==> src/rtl/wb_regfile.sv <==
// wb_regfile: writeback mux, 8-entry register file with bypassed read ports, halt and retirement tracking
module wb_regfile #(
  parameter int DATA_W   = 16,
  parameter int NUM_REGS = 8,
  parameter int CNT_W    = 16,
  localparam int AW      = $clog2(NUM_REGS)
) (
  input  logic              clk,
  input  logic              rst,
  input  logic              MW_valid,
  input  logic [DATA_W-1:0] MW_readMemData,
  input  logic [DATA_W-1:0] MW_aluOut,
  input  logic [DATA_W-1:0] MW_specOps,
  input  logic [DATA_W-1:0] MW_pc_inc,
  input  logic [DATA_W-1:0] MW_next_pc,
  input  logic [1:0]        MW_regSrc,
  input  logic              MW_regWrite,
  input  logic [AW-1:0]     MW_writeReg,
  input  logic              MW_halt,
  input  logic [AW-1:0]     rdReg1,
  input  logic [AW-1:0]     rdReg2,
  output logic [DATA_W-1:0] rdData1,
  output logic [DATA_W-1:0] rdData2,
  output logic [DATA_W-1:0] wbData,
  output logic              halted,
  output logic [CNT_W-1:0]  retired,
  output logic [DATA_W-1:0] last_pc
);
  logic [DATA_W-1:0] regs_q [NUM_REGS];
  logic [DATA_W-1:0] regs_d [NUM_REGS];
  logic              halted_q, halted_d;
  logic [CNT_W-1:0]  retired_q, retired_d;
  logic [DATA_W-1:0] last_pc_q, last_pc_d;
  logic              commit, wr_en;

  assign commit = MW_valid & ~halted_q;
  // a HALT retires but never writes its destination
  assign wr_en  = commit & MW_regWrite & ~MW_halt;

  always_comb begin
    wbData = MW_regSrc == 2'b00 ? MW_readMemData :
             MW_regSrc == 2'b01 ? MW_aluOut :
             MW_regSrc == 2'b10 ? MW_specOps : MW_pc_inc;
    for (int i = 0; i < NUM_REGS; i++)
      regs_d[i] = (wr_en && MW_writeReg == AW'(i)) ? wbData : regs_q[i];
    halted_d  = halted_q | (commit & MW_halt);
    retired_d = commit ? retired_q + 1'b1 : retired_q;
    last_pc_d = commit ? MW_next_pc : last_pc_q;
  end

  assign rdData1 = (wr_en && MW_writeReg == rdReg1) ? wbData : regs_q[rdReg1];
  assign rdData2 = (wr_en && MW_writeReg == rdReg2) ? wbData : regs_q[rdReg2];
  assign halted  = halted_q;
  assign retired = retired_q;
  assign last_pc = last_pc_q;

  always_ff @(posedge clk or negedge rst) begin
    if (!rst) begin
      for (int i = 0; i < NUM_REGS; i++) regs_q[i] <= '0;
      halted_q  <= 1'b0;
      retired_q <= '0;
      last_pc_q <= '0;
    end else begin
      for (int i = 0; i < NUM_REGS; i++) regs_q[i] <= regs_d[i];
      halted_q  <= halted_d;
      retired_q <= retired_d;
      last_pc_q <= last_pc_d;
    end
  end
endmodule

==> config.mk <==
export PLATFORM = sky130hd
export DESIGN_NAME = wb_regfile
export DESIGN_NICKNAME = d
export VERILOG_FILES = /design/src/rtl/wb_regfile.sv
export SDC_FILE = /design/constraint.sdc
export NUM_CORES = 1
export LEC_CHECK = 0
export CAP_MARGIN = 20
export CORE_MARGIN = 8
export CORE_UTILIZATION = 30
export DETAILED_ROUTE_END_ITERATION = 6
export PLACE_DENSITY = 0.61
export SKIP_CTS_REPAIR_TIMING = 1
export SYNTH_ARGS = -nofsm -noshare
export SYNTH_HDL_FRONTEND = slang
export SYNTH_SLANG_ARGS = --single-unit
==> constraint.sdc <==
create_clock -name clk -period 2.8 [get_ports clk]
set_input_delay 0.28 -clock clk [delete_from_list [all_inputs] [get_ports clk]]
set_output_delay 0.28 -clock clk [all_outputs]
set_load 0.02 [all_outputs]
* Yosys cells after proc, flatten, opt, wreduce, memory -nomap -nowiden
Cells that the tools add are included.
Word-level totals: bits in latches 0, memories kept 0, memory bits (read-only) 0, input bits 96, register bits 161, bits in writable memories 0
Operators by class: $mul 0, multiplexer cells 11, add/sub/neg operators 1, divide/modulo/power cells 0, bitwise logic cells 9, equal/unequal tests 11, order comparisons 2, shift operators 0, reductions and logical operators 12
Operators with widths (count):
- 2-to-1 mux 16 bit | 9
- binary-select mux 16 bit (select 3 bit) | 2
- adder 16 x 1 -> 16 bit, second input constant | 1
- == test 3 bit, second input constant | 4
- logical AND 1 bit | 10
- >= comparator 4 bit, second input constant | 2
- inverter 3 -> 4 bit | 2
- == test 3 x 2 -> 1 bit, second input constant | 2
- == test 3 bit | 2
- bitwise AND 1 bit | 4
- == test 3 x 1 -> 1 bit, second input constant | 1
- logical NOT 3 bit | 1
- == test 2 x 1 -> 1 bit, second input constant | 1
- == test 2 bit, second input constant | 1
- logical NOT 2 bit | 1
- inverter 1 bit | 2
- bitwise OR 1 bit | 1

* Longest topological paths before layout
depth in word-level cells 6, gate-level depth with buffers 7, depth with buffers taken out 5

* Worst setup path before layout
No wires, ideal clock.
path type register -> register, from register halted_q, in the netlist halted, to register regs_q[85] (netlist bit), stages on the path, launching flop included 7, buffers on the path 2, path slack 0.833 ns, setup time 0.125 ns, period minus slack after synthesis 1.967 ns, data required time 2.675 ns, arrival 1.842 ns, path through dfrtp_1 > and4bb_4 > nand2b_2 > buf_6 > nor3b_4 > buf_6 > mux2_2
On the way: word-level cells in the longest chain between the ends 5
RTL lines:
- from (decl) | line 31 | logic halted_q, halted_d;
- from (signal assigned) | line 65 | halted_q <= halted_d;
- inverter 1 bit | line 36 | assign commit = MW_valid & ~halted_q;
- bitwise AND 1 bit | line 36
- bitwise AND 1 bit (2 in series) | line 38 | assign wr_en = commit & MW_regWrite & ~MW_halt;
- logical AND 1 bit | line 45 | regs_d[i] = (wr_en && MW_writeReg == AW'(i)) ? wbData : regs_q[i];
- to (decl) | line 29 | logic [DATA_W-1:0] regs_q [NUM_REGS];
Every way passes these cells. A chain may end at the register's enable or synchronous reset.

* Final worst setup path
from register halted_q, in the netlist halted, to output port rdData1[9]
On the way: word-level cells in the longest chain between the ends 6
RTL lines:
- inverter 1 bit | line 36
- bitwise AND 1 bit | line 36
- bitwise AND 1 bit (2 in series) | line 38
- logical AND 1 bit | line 51 | assign rdData1 = (wr_en && MW_writeReg == rdReg1) ? wbData : regs_q[rdReg1];
- 2-to-1 mux 16 bit | line 51
- to (decl) | line 22 | output logic [DATA_W-1:0] rdData1,
Every way passes these cells.

==> results.json <==
{
  "crit_chain": "and4bb_4 -> nand4_1 -> buf_12 -> a21oi_1 -> clkdlybuf4s50_1",
  "fill_cells": 2777,
  "multi_input_area_sq_um": 4541,
  "via_per_inst": 4.909,
  "async_flop_share": 1.000,
  "outcome": "complete, no violations",
  "rsz0062_at_grt": "false",
  "synth-xor-area-share": 0.02062,
  "synth.most_common_cell": "dfrtp_1",
  "critical_path_required_ps": 2520,
  "start_kind": "register",
  "dp_hpwl_mm": 17.79,
  "r2r_start": "halted",
  "clkTransAtPathRegs_ps": 70,
  "cts_tree": "built",
  "dp.cells": 1204,
  "grt_max_degree": 74,
  "hold_path_depth": 3,
  "drt_iter0_markers": 279,
  "reg2reg_depth": 4,
  "skew_ps": 11.01,
  "cp_top_family": "buffers and inverters",
  "synth_area_sq_um": 8921,
  "wl_per_cell_um": 20.42,
  "nets": 931,
  "synth_area_leader_cell": "dfrtp_1",
  "slew_violations": 0,
  "synth_top_cell_area_share": 0.4516,
  "syn-num-nets": 746,
  "ir_drop_v": 0.0003891,
  "netlist_top_cells_count": "161 x dfrtp_1, 125 x mux2_2, 80 x mux4_2",
  "ant_nets": 0,
  "grt_pass1_wl_mm": 40.00,
  "cp_num_buf_inv": 2,
  "die_w_um": 188.4,
  "hold_violations": 0,
  "cap_violations": 0,
  "crit_arrival_ps": 2380,
  "clock_latency_ps": 420,
  "grt_pass1_vias": 6630,
  "crit_slowest_cell": "clkdlybuf4s50_1",
  "gr-total-overflow": 0,
  "fin_crit_sh": 0.9516,
  "ys_ff_latch": 161,
  "whs_endpoint": "last_pc[11]",
  "r2r-end": "regs_q[56]",
  "num_vias": 6072,
  "fmax_mhz": 375.3,
  "slew_headroom": 0.5056,
  "clock_sinks": 161,
  "drive_gt1_frac": 0.3589,
  "syn_to_final_growth_pct": 34.64,
  "ys_seq_area_frac": 0.4516,
  "die_area_sq_um": 35510,
  "postSynthCellCount": 649,
  "synth-adder-area-share": 0.001403,
  "syn_area_per_cell_sq_um": 13.75,
  "cts.htree.levels": 4,
  "drt_wl_total_mm": 25.26,
  "synth-edff-count": 0,
  "min_from": "MW_next_pc[11]",
  "synth-compound-area-share": 0.01879,
  "slowest_delay_ps": 640,
  "synthMuxAreaShare": 0.3994,
  "synthFlopType": "dfrtp_1",
  "yosysWarnings": 0,
  "rows": 63,
  "tightestPinTransition_ps": 741.7,
  "cts_made_buffers": 17,
  "regArea_sq_um": 4029,
  "cp-end-kind": "output pin",
  "period_needed_ps": 2664,
  "pin_count": 177,
  "grt_use_total": 0.1448,
  "gp_congestion": 0.7284,
  "stdcell_count": 1237,
  "synth_simple_gate_area_frac": 0.06872,
  "crit_path_max_fanout": 16,
  "setup_violations": 0,
  "portBuffers": 176,
  "leakage_nw": 5.824,
  "clock_path_buffers": 2,
  "die_h_um": 188.4,
  "root_buffer": "clkbuf_16",
  "antenna_found_initial": 0,
  "utilization": 0.4074,
  "drc": 0,
  "synth.distinct_cells": 38,
  "start_util": 0.3026,
  "path_class": "register to output pin",
  "coreArea_sq_um": 29480,
  "yosys-top-cells-area": "dfrtp_1 45%, mux4_2 20%, mux2_2 16%",
  "hold_path_class": "input pin to register",
  "power_density_nw_per_um2": 504.2,
  "synth_top_family_by_area": "multiplexers",
  "r2r_slack_ps": 750,
  "antenna_cells": 0,
  "first_pass_iters": 4
}
-- report_power, final --
part           leakage (nW)  internal (mW)  switching [mW]  total (mW)
Sequential             2.18           2.46          0.0910        2.55
Clock                 0.288           1.28            1.09        2.38
Combinational          3.36          0.590           0.545        1.13
-- cell usage in the layout (no fill, tap or decap), types with 7 or more instances in the layout --
cell type / count
dfrtp_1: 161
clkdlybuf4s50_1: 145
mux2_2: 125
mux4_2: 80
nand2_1: 59
buf_4: 44
nor2_1: 38
mux2i_1: 32
a21oi_1: 32
dlymetal6s2s_1: 28
clkbuf_16: 17
xnor2_1: 14
buf_12: 8
xor2_1: 7
-- final cells by class --
| cell class | instances | share of cell area |
|---|---|---|
| well taps | 390 | 0.04063 |
| flip-flops and latches | 161 | 0.3354 |
| clock inverters | 15 | 0.01552 |
| inverters | 5 | 0.001563 |
| multi-input cells | 420 | 0.3780 |
| repair buffers | 229 | 0.1934 |
| clock buffers | 17 | 0.03542 |
-- registers in the layout (all words and copies together), names as in the netlist --
signal   flops
regs_q     128
halted       1
last_pc     16
retired     16
-- layer usage --
layer | vias up | routed length, um | share of wire | track usage
li1 | 2763 | - | - | -
met1 | 3151 | 11040 | 0.44 | 0.1898
met2 | 150 | 12700 | 0.50 | 0.2424
met3 | 8 | 1411 | 0.056 | 0.03715
met4 | 0 | 113 | 0.0045 | 0.02225
met5 | - | 0 | 0 | 0
-- worst register-to-register path: stages, from the launching register on --
cell and delay [ps]:
dfrtp_1 430, and4bb_4 370, and2_1 290, nand2_2 430
mux2_2 430
-- how the worst max path moves through the flow --
stage,depth (start not counted),endpoint,start,slack [ps]
2_1_floorplan,6,regs_q[85],halted,830
3_3_place_gp,7,rdData1[15],MW_writeReg[2],70
3_5_place_dp,6,rdData1[15],MW_valid,60
4_1_cts,5,rdData1[15],halted,-30
5_1_grt,5,rdData2[9],halted,2
6_report,5,rdData1[9],halted,140
-- logic make-up (layout without fill, tap and decap cells) --
family	after synthesis	after routing
mux	240	240
compound gates	33	33
flops	161	161
buf+inv	68	266
simple gates	125	125
fa+ha+maj	1	1
xor+xnor	21	21
-- per-stage QoR --
stage	setup TNS (ps)	hold WS [ps]	total power [mW]	worst slack [ps]	area, sq um
2_1_floorplan	0	-15.59	3.136	833.2	8921
3_3_place_gp	0	373.9	3.736	70.12	11320
3_5_place_dp	0	382.6	3.753	63.29	11320
4_1_cts	-28.22	-79.28	6.165	-26.58	11930
5_1_grt	0	365.7	6.344	2.268	12010
6_report	0	382.3	6.056	135.6	12010
Note: power is estimated with default switching activity, not from simulation.
